**src/rtl/imem_loadable_fetch.sv**
```systemverilog
// Loadable instruction memory for the IF stage: word-write load port, then a
// valid/ready fetch port with one-cycle registered read and PC fault reporting.
module imem_loadable_fetch #(
   parameter int unsigned DEPTH_BYTES = 128,
   parameter int unsigned ADDR_W      = 32,
   parameter logic [31:0] NOP_INSTR   = 32'h0000_0013,
   parameter int unsigned WCNT_W      = $clog2(DEPTH_BYTES/4) + 1
) (
   input  logic              clk,
   input  logic              reset,
   input  logic              ld_valid,
   output logic              ld_ready,
   input  logic [ADDR_W-1:0] ld_addr,
   input  logic [31:0]       ld_data,
   input  logic              ld_last,
   output logic              ld_done,
   output logic              ld_err,
   output logic [WCNT_W-1:0] ld_words,
   input  logic              f_req_valid,
   output logic              f_req_ready,
   input  logic [ADDR_W-1:0] f_pc,
   output logic              f_rsp_valid,
   input  logic              f_rsp_ready,
   output logic [31:0]       f_rsp_instr,
   output logic [1:0]        f_rsp_fault
);

   localparam int unsigned NWORDS = DEPTH_BYTES / 4;
   localparam int unsigned IDX_W  = (NWORDS > 1) ? $clog2(NWORDS) : 1;
   localparam logic [ADDR_W-1:0] LAST_WORD_ADDR = ADDR_W'(DEPTH_BYTES - 4);

   typedef enum logic {
      ST_LOAD,
      ST_RUN
   } state_t;

   state_t r_state;
   state_t w_state_nxt;

   logic [31:0]       r_mem [NWORDS];
   logic [WCNT_W-1:0] r_ld_words;
   logic              r_ld_err;
   logic              r_rsp_valid;
   logic [31:0]       r_rsp_instr;
   logic [1:0]        r_rsp_fault;

   logic              w_ld_ready;
   logic              w_ld_done;
   logic [ADDR_W-1:0] w_ld_base;
   logic              w_ld_inrange;
   logic              w_ld_fire;
   logic              w_ld_wr;
   logic [IDX_W-1:0]  w_ld_idx;
   logic              w_f_req_ready;
   logic              w_f_fire;
   logic              w_f_misal;
   logic              w_f_oor;
   logic [1:0]        w_f_fault;
   logic [IDX_W-1:0]  w_f_idx;

   // ---------------------------------------------------------------- FSM
   always_ff @(posedge clk) begin
      if (reset) r_state <= ST_LOAD;
      else       r_state <= w_state_nxt;
   end

   always_comb begin
      w_state_nxt = r_state;
      w_ld_ready  = 1'b0;
      w_ld_done   = 1'b0;
      case (r_state)
         ST_LOAD: begin
            w_ld_ready = 1'b1;
            if (ld_valid && ld_last) w_state_nxt = ST_RUN;
         end
         ST_RUN: begin
            w_ld_done = 1'b1;
         end
         default: w_state_nxt = ST_LOAD;
      endcase
   end

   // ---------------------------------------------------------------- load port
   // Aligned base compared directly against the last word address so a base
   // near the top of the address space cannot wrap into range.
   assign w_ld_base    = ld_addr & ~ADDR_W'(3);
   assign w_ld_inrange = (w_ld_base <= LAST_WORD_ADDR);
   assign w_ld_fire    = ld_valid && w_ld_ready && !reset;
   assign w_ld_wr      = w_ld_fire && w_ld_inrange;
   assign w_ld_idx     = w_ld_base[IDX_W+1:2];

   always_ff @(posedge clk) begin
      if (w_ld_wr) r_mem[w_ld_idx] <= ld_data;
   end

   always_ff @(posedge clk) begin
      if (reset) begin
         r_ld_words <= '0;
         r_ld_err   <= 1'b0;
      end else begin
         if (w_ld_wr && (r_ld_words != '1)) r_ld_words <= r_ld_words + 1'b1;
         if (w_ld_fire && !w_ld_inrange)    r_ld_err   <= 1'b1;
      end
   end

   // ---------------------------------------------------------------- fetch port
   assign w_f_req_ready = (r_state == ST_RUN) && (!r_rsp_valid || f_rsp_ready);
   assign w_f_fire      = f_req_valid && w_f_req_ready;
   assign w_f_misal     = |f_pc[1:0];
   assign w_f_oor       = (f_pc > LAST_WORD_ADDR);
   assign w_f_fault     = w_f_misal ? 2'b01 : (w_f_oor ? 2'b10 : 2'b00);
   assign w_f_idx       = f_pc[IDX_W+1:2];

   always_ff @(posedge clk) begin
      if (reset) begin
         r_rsp_valid <= 1'b0;
         r_rsp_instr <= NOP_INSTR;
         r_rsp_fault <= 2'b00;
      end else if (w_f_fire) begin
         r_rsp_valid <= 1'b1;
         r_rsp_fault <= w_f_fault;
         r_rsp_instr <= (w_f_fault != 2'b00) ? NOP_INSTR : r_mem[w_f_idx];
      end else if (f_rsp_ready) begin
         r_rsp_valid <= 1'b0;
      end
   end

   assign ld_ready    = w_ld_ready;
   assign ld_done     = w_ld_done;
   assign ld_err      = r_ld_err;
   assign ld_words    = r_ld_words;
   assign f_req_ready = w_f_req_ready;
   assign f_rsp_valid = r_rsp_valid;
   assign f_rsp_instr = r_rsp_instr;
   assign f_rsp_fault = r_rsp_fault;

endmodule

```
**config.mk**
```make
export PLATFORM = sky130hd
export DESIGN_NAME = imem_loadable_fetch
export DESIGN_NICKNAME = d
export VERILOG_FILES = /design/src/rtl/imem_loadable_fetch.sv
export SDC_FILE = /design/constraint.sdc
export NUM_CORES = 1
export LEC_CHECK = 0
export CAP_MARGIN = 10
export CORE_MARGIN = 2
export CORE_UTILIZATION = 50
export CTS_CLUSTER_DIAMETER = 120
export DETAILED_ROUTE_END_ITERATION = 8
export HOLD_SLACK_MARGIN = 0.02
export PLACE_DENSITY = 0.65
export SYNTH_ARGS = -nofsm -noshare
export SYNTH_HDL_FRONTEND = slang
export SYNTH_SLANG_ARGS = --single-unit
```
**constraint.sdc**
```tcl
create_clock -name clk -period 3.9 [get_ports clk]
set_input_delay 0.585 -clock clk [delete_from_list [all_inputs] [get_ports clk]]
set_output_delay 0.585 -clock clk [all_outputs]
set_load 0.01 [all_outputs]
```
==> flow_metrics.env <==
export IMPL_rsz0062_at_grt="false"
export IMPL_synth_nets=1961
export IMPL_start_util=0.5045
export IMPL_setup_viol=0
export IMPL_finalSetupTns_ns=0
export IMPL_netlist_area_sq_um=40630
export IMPL_seqCellArea_sq_um=31610
export IMPL_cts_buffers=104
export IMPL_grt_max_degree=87
export IMPL_hp_class="flop to flop"
export IMPL_dr_pass1_iters=5
export IMPL_relSlewSlack=0.1762
export IMPL_nFillCells=5621
export IMPL_p_total_mw=23.55
export IMPL_portBuffers=144
export IMPL_synth_edf_count=1024
export IMPL_layout_drive_gt1_share=0.2551
export IMPL_crit_reg2reg_launch="r_state$_SDFF_PP0_"
export IMPL_power_leakage_nw=14.92
export IMPL_ant_nets=0
export IMPL_cts_sinks=1067
export IMPL_fin_crit_ns=2.840
export IMPL_num_rows=104
export IMPL_viasPerCell=6.198
export IMPL_start_kind="input port"
export IMPL_yosys_most_used_dff="edfxtp_1"
export IMPL_wirelength_microns=95320
export IMPL_wl_per_cell_microns=29.28
export IMPL_finalHoldViolCount=0
export IMPL_cpMaxStageDelayCell="clkdlybuf4s50_1"
export IMPL_place_gp_congestion=0.7996
export IMPL_post_place_ws_ns=0.4184
export IMPL_cts_post_setup_buffers_inserted=0
export IMPL_r2r_slack_ns=1.07
export IMPL_cp_cell_sequence="clkdlybuf4s50_1 -> or3b_2 -> inv_1 -> and4b_1 -> nand2_1 -> nor2_4 -> buf_4"
export IMPL_cts_resized=0
export IMPL_clock_root_buffer="clkbuf_16"
export IMPL_cts_clk_slew_worst_paths_ns=0.06
export IMPL_syn_area_per_cell_sq_um=21.87
export IMPL_syn_inst=1858
export IMPL_drt_initial_drc_count=2490
export IMPL_setup_slack_ns=1.060
export IMPL_core_area_sq_um=80550
export IMPL_r2r_end="r_mem[16][13]$_DFFE_PP_"
export IMPL_grt_pass1_wl_microns=137200
export IMPL_vias=20180
export IMPL_skew_ns=0.02363
export IMPL_worstPathArrival_ns=3.19
export IMPL_status="completed"
export IMPL_power_density_nw_per_um2=494.5
export IMPL_finalCritPeriodShare=0.7282
export IMPL_ir_worst_vdd_mv=0.3649
export IMPL_drv_cap=0
export IMPL_clk_latency_ns=0.66
export IMPL_htree_levels=3
export IMPL_io_pins=147
export IMPL_cts_tree="done"
export IMPL_ys_seq_area_frac=0.7780
export IMPL_hold_start="ld_err$_SDFFE_PP0P_"
export IMPL_critPathMaxStageDelay_ns=0.50
export IMPL_worst_r2r_cell_count=6
export IMPL_dpl_hpwl_microns=56070
export IMPL_synth_distinct_cells=46
export IMPL_dieArea_sq_um=83560
export IMPL_grt_pass1_vias=20455
export IMPL_grt_use_total=0.2299
export IMPL_crit_path_end_kind="flop"
export IMPL_async_reset_ff_frac=0
export IMPL_drc_errors=0
export IMPL_dp_cells=3051
export IMPL_yosysWarnings=0
export IMPL_hold_path_cell_count=2
export IMPL_die_width_microns=289.1
export IMPL_ctsLongestPathBuffers=3
export IMPL_ctsHoldBuffers=0
export IMPL_gr_total_overflow=0
export IMPL_required_ns=4.25
export IMPL_worst_slew_pin_slew_ns=1.232
export IMPL_slew_viol_final=0
export IMPL_ys_seq_elements=1067
export IMPL_grt_antenna_before_repair=4
export IMPL_die_h_microns=289.1
export IMPL_path_max_fanout=10
export IMPL_final_cells=3256
export IMPL_hold_end="ld_err$_SDFFE_PP0P_"
export IMPL_nets=2207
export IMPL_max_freq_mhz=352.1
export IMPL_path_class="input port to flop"
export IMPL_syn2layout_area_growth_pct=17.22
export IMPL_multi_input_area_sq_um=8690
[flip-flops by register name, indices dropped and copies added (netlist names)]
register and count:
f_rsp_fault 2, ld_words 6, r_mem 1024, ld_err 1, f_rsp_valid 1, f_rsp_instr 32
r_state 1
[cells in the final DEF, fill, tap and decap left out, types with 6 or more instances in the layout]
master,count
edfxtp_1,1024
mux4_2,253
clkdlybuf4s50_1,139
clkbuf_16,105
buf_4,73
nand2_1,62
o22ai_1,58
dfxtp_1,43
mux2i_1,34
nor2_4,32
a211oi_1,29
o22a_1,28
nor2_1,27
clkbuf_1,27
nand3_1,24
buf_12,22
nor3_1,19
clkinv_1,18
o211a_1,16
clkinv_2,16
a32oi_1,13
bufinv_16,11
nor4_1,10
nor2b_1,8
inv_6,7
a21oi_1,6
clkbuf_8,6
[how the worst max path moves through the flow]
stage | startpoint | end | slack (ns) | depth (start not counted)
finish | ld_valid | r_mem[16][13]$_DFFE_PP_ | 1.06 | 7
global route | ld_addr[23] | r_mem[16][29]$_DFFE_PP_ | 0.91 | 7
CTS | r_state$_SDFF_PP0_ | r_mem[16][29]$_DFFE_PP_ | 1.08 | 6
detailed placement | ld_valid | r_mem[16][24]$_DFFE_PP_ | 0.42 | 7
global placement | ld_valid | r_mem[16][29]$_DFFE_PP_ | 0.47 | 7
floorplan | reset | r_mem[20][0]$_DFFE_PP_ | 0.62 | 5
[cell families (layout without fill, tap and decap cells)]
logic type,after synthesis,count (layout),synth area share
compound gates,170,170,0.03184
xor+xnor,1,1,0.0002156
fa+ha+maj,1,1,0.0003079
buf+inv,109,446,0.01453
flops,1067,1067,0.7780
mux,292,292,0.1500
other cells,0,1,0
simple gates,218,218,0.02516
[power by group]
group	internal [mW]	total [mW]	leakage [nW]	switching [mW]
clock network	5.76	9.96	1.66	4.20
logic	0.443	1.03	3.71	0.590
registers	12.6	12.6	9.55	0.00244
[per-stage QoR]
stage,util,hold WS (ns),cell area [sq um]
after floorplan,-,0.5009,40630
after global placement,0.5471,0.4654,44070
after detailed placement,0.5471,0.4764,44070
after CTS,0.5894,0.4565,47480
after global routing,0.5913,0.5116,47630
final,0.5913,0.4827,47630
[Yosys cell counts, drive strengths merged, types with 20 or more instances]
master	n	area [sq um]
edfxtp	1024	30750
mux4	253	5698
buf	80	481.7
mux2i	34	340.3
dfxtp	43	860.8
nand2	62	232.7
nand3	25	125.1
a211oi	29	217.7
o22ai	58	362.9
o22a	28	245.2
nor2	59	221.5
nor3	20	100.1
clkbuf	26	97.59
[cell type report]
cell class | count | area share
Clock buffer | 136 | 0.05821
Timing Repair Buffer | 246 | 0.05430
Clock inverter | 61 | 0.01327
Multi-Input combinational cell | 682 | 0.1824
Sequential cell | 1067 | 0.6637
Antenna cell | 1 | 0.00005254
Inverter | 3 | 0.0002364
Tap cell | 1060 | 0.02784
[metal layers]
metal | vias up | GRT usage | wire, microns
li1 | 8412 | - | -
met1 | 10671 | 0.3241 | 37730
met2 | 955 | 0.3717 | 46820
met3 | 136 | 0.04236 | 8624
met4 | 6 | 0.06740 | 2104
met5 | - | 0 | 41
[worst max-delay path: cells and delay by family]
kind | cells | cell delay [ns]
buffers and inverters | 3 | 0.90
and+or+nand+nor | 4 | 1.69
(Power assumes the default switching activity.)
==> edit 1, RTL diff (same flow settings) <==
Set the parameter `ADDR_W` to 48 (it was 32).
--- a/src/rtl/imem_loadable_fetch.sv
+++ b/src/rtl/imem_loadable_fetch.sv
@@ -4,3 +4,3 @@
    parameter int unsigned DEPTH_BYTES = 128,
-   parameter int unsigned ADDR_W      = 32,
+   parameter int unsigned ADDR_W      = 48,
    parameter logic [31:0] NOP_INSTR   = 32'h0000_0013,
Interface: changed (resized f_pc and ld_addr); port bits go from 147 to 179. No check against the original RTL was run, so the function may have changed too.
==> edit 1 against the unedited design <==
Worst hold slack worse by 0.019 ns; wire length is 2.4% higher; sequential power is essentially flat; power fell by 0.69%; setup slack worse by 0.038 ns; sequential cell count is the same; sequential share of layout area down 0.70 points; global-route usage increased by 0.58 points; combinational power grew 5%; critical path depth up 2; design area increased by 1.1%; area after synthesis grew 0.44%; critical endpoint is now r_mem[1][14].
==> edit 1: results (changes against the unedited design) <==
Synth cell types 53 (was 46); fin nets 2333 (was 2207); DRT iter0 DRCs 2401 (was 2490); Compound-Gate Fraction of Synth Area 2.58% (was 3.18%); post_cts resized 0 (unchanged); Seq/Total Area, Yosys 77.5% (was 77.8%); Syn Nets 2044 (was 1961); Slowest cell on crit path or4_4 (was clkdlybuf4s50_1); Setup crit start ld_addr[10] (was ld_valid); gr usage total 23.6% (was 23.0%); Max VDD drop 0.424 mV (was 0.365 mV); pre-CTS setup slack 0.365 ns (was 0.418 ns); per-cell routed wire length 29.2 um (was 29.3 um); first-pass GRT wire length 140000 um (was 137000 um); synthesized-area fraction occupied by adder cells 0.0307% (was 0.0308%); Sw Ratio 20.1% (was 20.3%); crit-path max cell delay 0.52 ns (was 0.50 ns); top post-synthesis cells by count edfxtp_1, mux4_2, mux2i_1 (was edfxtp_1, mux4_2, nand2_1); headroom to the max-slew limit 18.2% (was 17.6%); vias in the first global route 20684 (was 20455); Max Fanout on Critical Path 18 (was 10); Post-Route Skew 0.0318 ns (was 0.0236 ns); status complete, no violations (unchanged); detailed-route via count 20422 (was 20180); number of port buffers 176 (was 144); placed cells 3151 (was 3051); worst reg2reg path endpoint r_mem[1][14] (was r_mem[16][13]); Worst EP arrival 3.17 ns (was 3.19 ns); min setup slack post-route 1.02 ns (was 1.06 ns); R2R setup slack 1.44 ns (was 1.07 ns); mux contribution to synthesized area 15.6% (was 15.0%); fin cells 3347 (was 3256); CTS Buf Count 103 (was 104); fraction of layout cells with a size suffix above 1 23.6% (was 25.5%); Synth Area per Inst 21.4 um2 (was 21.9 um2); prevailing post-synth register cell edfxtp_1 (unchanged); largest net degree at the start of global routing 50 (was 87); LEAKAGE 15.4 nW (was 14.9 nW); post-DP HPWL 58000 um (was 56100 um); synth top area cells edfxtp_1, mux4_2, mux2i_1 (was edfxtp_1, mux4_2, dfxtp_1); initial antenna violation count 1 (was 4); RePlAce Congestion 0.801 (was 0.800)
[edit 1: cell type report]
cell class / instances / area, um2
Tap cell: 1060 / 1330
Fill cell: 5727 / 32500
Clock inverter: 54 / 522
Inverter: 4 / 15.0
Antenna cell: 2 / 5.00
Sequential cell: 1067 / 31600
Timing Repair Buffer: 287 / 3050
Clock buffer: 138 / 2780
Multi-Input combinational cell: 735 / 8830
[edit 1: kinds of logic (layout without fill, tap and decap cells)]
logic type	Yosys count	count (layout)
multiplexers	350	350
adder cells (fa/ha/maj)	1	1
AND/OR/NAND/NOR	240	240
flip-flops	1067	1067
other	0	2
XOR/XNOR	3	3
buffers and inverters	107	483
AO/OA/AOI/OAI	141	141
[edit 1: power groups by stage]
stage	Combinational [mW]	Sequential [mW]	Clock (mW)
2_1_floorplan	0.568	12.8	0
3_3_place_gp	1.06	12.8	0
3_5_place_dp	1.08	12.8	0
4_1_cts	1.08	12.6	9.93
5_1_grt	1.15	12.6	10.3
6_report	1.08	12.6	9.75
[edit 1: through the flow]
step,instance area (um2),hold slack [ns]
floorplan,40800,0.470
global route,48100,0.487
detailed placement,44800,0.452
finish,48100,0.463
CTS,48100,0.460
global placement,44800,0.438
[edit 1: tightest hold or removal path: stages (launching register included)]
cell and delay [ns]:
dfxtp_1 0.31, nand2_1 0.05, a21oi_1 0.05
[edit 1: worst min path at each step]
stage	start	end	slack [ns]	cells past startpoint
global route	f_rsp_fault[1]	f_rsp_fault[1]	0.49	2
floorplan	f_rsp_instr[11]	f_rsp_instr[11]	0.47	2
global placement	f_rsp_instr[14]	f_rsp_instr[14]	0.44	2
CTS	f_rsp_instr[27]	f_rsp_instr[27]	0.46	2
finish	f_rsp_fault[1]	f_rsp_fault[1]	0.46	2
detailed placement	f_rsp_instr[27]	f_rsp_instr[27]	0.45	2
[edit 1: routing by layer]
metal  track usage (%)  up-vias  share of wire, %
met1              33.6    10782                41
met5                 0        -                 0
met4              6.14        0               1.8
met3              3.33      128               8.3
met2              38.8      926                49
li1                  -     8586                 -
==> edit 2, RTL diff (same settings) <==
Without the edit above. Make the reset (`reset`) asynchronous in 3 clocked blocks.
--- a/src/rtl/imem_loadable_fetch.sv
+++ b/src/rtl/imem_loadable_fetch.sv
@@ -61,3 +61,3 @@
    // ---------------------------------------------------------------- FSM
-   always_ff @(posedge clk) begin
+   always_ff @(posedge clk or posedge reset) begin
       if (reset) r_state <= ST_LOAD;
@@ -95,3 +95,3 @@
 
-   always_ff @(posedge clk) begin
+   always_ff @(posedge clk or posedge reset) begin
       if (reset) begin
@@ -113,3 +113,3 @@
 
-   always_ff @(posedge clk) begin
+   always_ff @(posedge clk or posedge reset) begin
       if (reset) begin
Formal check against the unedited RTL: not equivalent (Yosys sat finds a counterexample within 4 cycles, from zero or initial values and one cycle with reset high; the reset may be asserted at any time).
==> edit 2 against the unedited design <==
Clock power is 4% higher; setup slack worse by 0.072 ns; power is 1.8% higher; area after synthesis is 0.26% lower; register-to-register slack worse by 0.08 ns; critical path depth stayed put; design area is 0.53% higher; sequential cell count stayed put; wire length is 4.4% higher.
==> edit 2: results (changes against the unedited design) <==
Post-synth EDFFs 1024 (unchanged); R2R setup slack 0.99 ns (was 1.07 ns); Slowest cell on crit path dfrtp_1 (was clkdlybuf4s50_1); post-DP HPWL 56300 um (was 56100 um); Max Fanout on Critical Path 9 (was 10); DRT iter0 DRCs 2530 (was 2490); RePlAce Congestion 0.759 (was 0.800); Slew @ Worst Pin 1.14 ns (was 1.23 ns); first-pass GRT wire length 142000 um (was 137000 um); synthesized-area fraction occupied by adder cells 0.0309% (was 0.0308%); Seq/Total Area, Yosys 78.5% (was 77.8%); hold_ws 0.464 ns (was 0.483 ns); prevailing post-synth register cell edfxtp_1 (unchanged); Worst-path clk slew 0.06 ns (about the same); Clk Latency, worst-skew pair 0.68 ns (was 0.66 ns); per-cell routed wire length 31.4 um (was 29.3 um); Biggest register r_mem (unchanged); xor and xnor area share after synthesis 0.108% (was 0.0216%); crit-path max cell delay 0.54 ns (was 0.50 ns); mux contribution to synthesized area 15.9% (was 15.0%); Max clock buf depth 3 (unchanged); LEAKAGE 15.2 nW (was 14.9 nW); synth top area cells edfxtp_1, mux4_2, dfrtp_1 (was edfxtp_1, mux4_2, dfxtp_1); Post-Route Skew 0.0185 ns (was 0.0236 ns); status complete, no violations (unchanged); fraction of layout cells with a size suffix above 1 28.1% (was 25.5%); DR pass1 iterations 6 (was 5); crit-path leading delay family simple AND/OR/NAND/NOR gates (unchanged); Async SR Flop Fraction 4.03% (was 0%); Max VDD drop 0.386 mV (was 0.365 mV); Syn Nets 1863 (was 1961); vias in the first global route 20278 (was 20455); Worst EP arrival 3.27 ns (was 3.19 ns); Hold WC Path Type in2reg (was reg2reg); Post-CTS Setup Inserts 0 (unchanged); post_cts resized 0 (unchanged); initial antenna violation count 8 (was 4); CTS Buf Count 107 (was 104); Synth cell types 42 (was 46); H-tree levels 3 (unchanged); drt via density 6.30 (was 6.20); Compound-Gate Fraction of Synth Area 2.05% (was 3.18%); number of port buffers 144 (unchanged); top post-synthesis cells by count edfxtp_1, mux4_2, nand2_1 (unchanged); fin nets 2118 (was 2207); gr usage total 24.2% (was 23.0%); Syn. warnings 0 (unchanged); ANT nets after route 0 (unchanged); largest net degree at the start of global routing 65 (was 87); root buf cell clkbuf_16 (unchanged); max reg flops 1024 (unchanged)
-- edit 2: cell count changes in the layout (fill, tap and decap cells not counted), sizes merged, moves of 14 or more --
cell / delta
mux4: +32
dfxtp: -43
o22a: -28
mux2i: -33
a22oi: +58
dfrtp: +40
nor2: -19
o211a: -14
nor3: -17
a211oi: -29
a32oi: +15
o22ai: -52
-- edit 2: tightest hold or removal path, delay by kind of cell --
family                 cells  cell delay (ns)
buffers and inverters      1             0.40
and+or+nand+nor            2             0.12
-- edit 2: final timing paths --
check	start	cells after the start	to
hold reg to reg	ld_err	1	ld_err
max in group asynchronous	reset	3	f_rsp_instr[11]
hold / removal	ld_last	3	r_state
setup reg to reg	r_state	7	r_mem[11][6]
min in group asynchronous	reset	3	r_state
setup / recovery	r_state	7	r_mem[11][6]
-- edit 2: routing by layer --
metal | up-vias | global-route usage [%] | wire length (um)
met3 | 164 | 5.46 | 9410
met1 | 10716 | 35.1 | 40200
met5 | - | 1.14 | 183
met4 | 10 | 6.64 | 2140
met2 | 1020 | 37.5 | 47600
li1 | 8066 | - | -
-- edit 2: stage by stage --
step                power (mW)  cells  setup WS [ns]  cell area (um2)
floorplan                 13.3   1760         -0.418            40500
finish                    24.0   3172          0.988            47900
CTS                       24.1   3168           1.01            47900
global route              24.6   3171          0.925            47900
global placement          13.8   2966          0.480            44300
detailed placement        13.8   2966          0.436            44300
-- edit 2: area by class of cell --
| type | instances | area, um2 |
|---|---|---|
| Clock buffer | 142 | 2860 |
| Clock inverter | 60 | 724 |
| Sequential cell | 1067 | 31800 |
| Multi-Input combinational cell | 592 | 8500 |
| Fill cell | 5617 | 32500 |
| Timing Repair Buffer | 244 | 2620 |
| Inverter | 3 | 11.3 |
| Tap cell | 1060 | 1330 |
| Antenna cell | 4 | 10.0 |
-- edit 2: kinds of logic (layout without fill, tap and decap cells) --
kind of cell,count (synthesis),count (layout)
buffers and inverters,101,449
AND/OR/NAND/NOR,191,191
XOR/XNOR,5,5
multiplexers,288,288
AO/OA/AOI/OAI,107,107
adder cells (fa/ha/maj),1,1
other,0,4
flip-flops,1067,1067
-- edit 2: power breakdown --
part	internal (mW)	total [mW]	switching, mW
Combinational	0.441	1.00	0.563
Clock	6.07	10.4	4.33
Sequential	12.6	12.6	0.00197
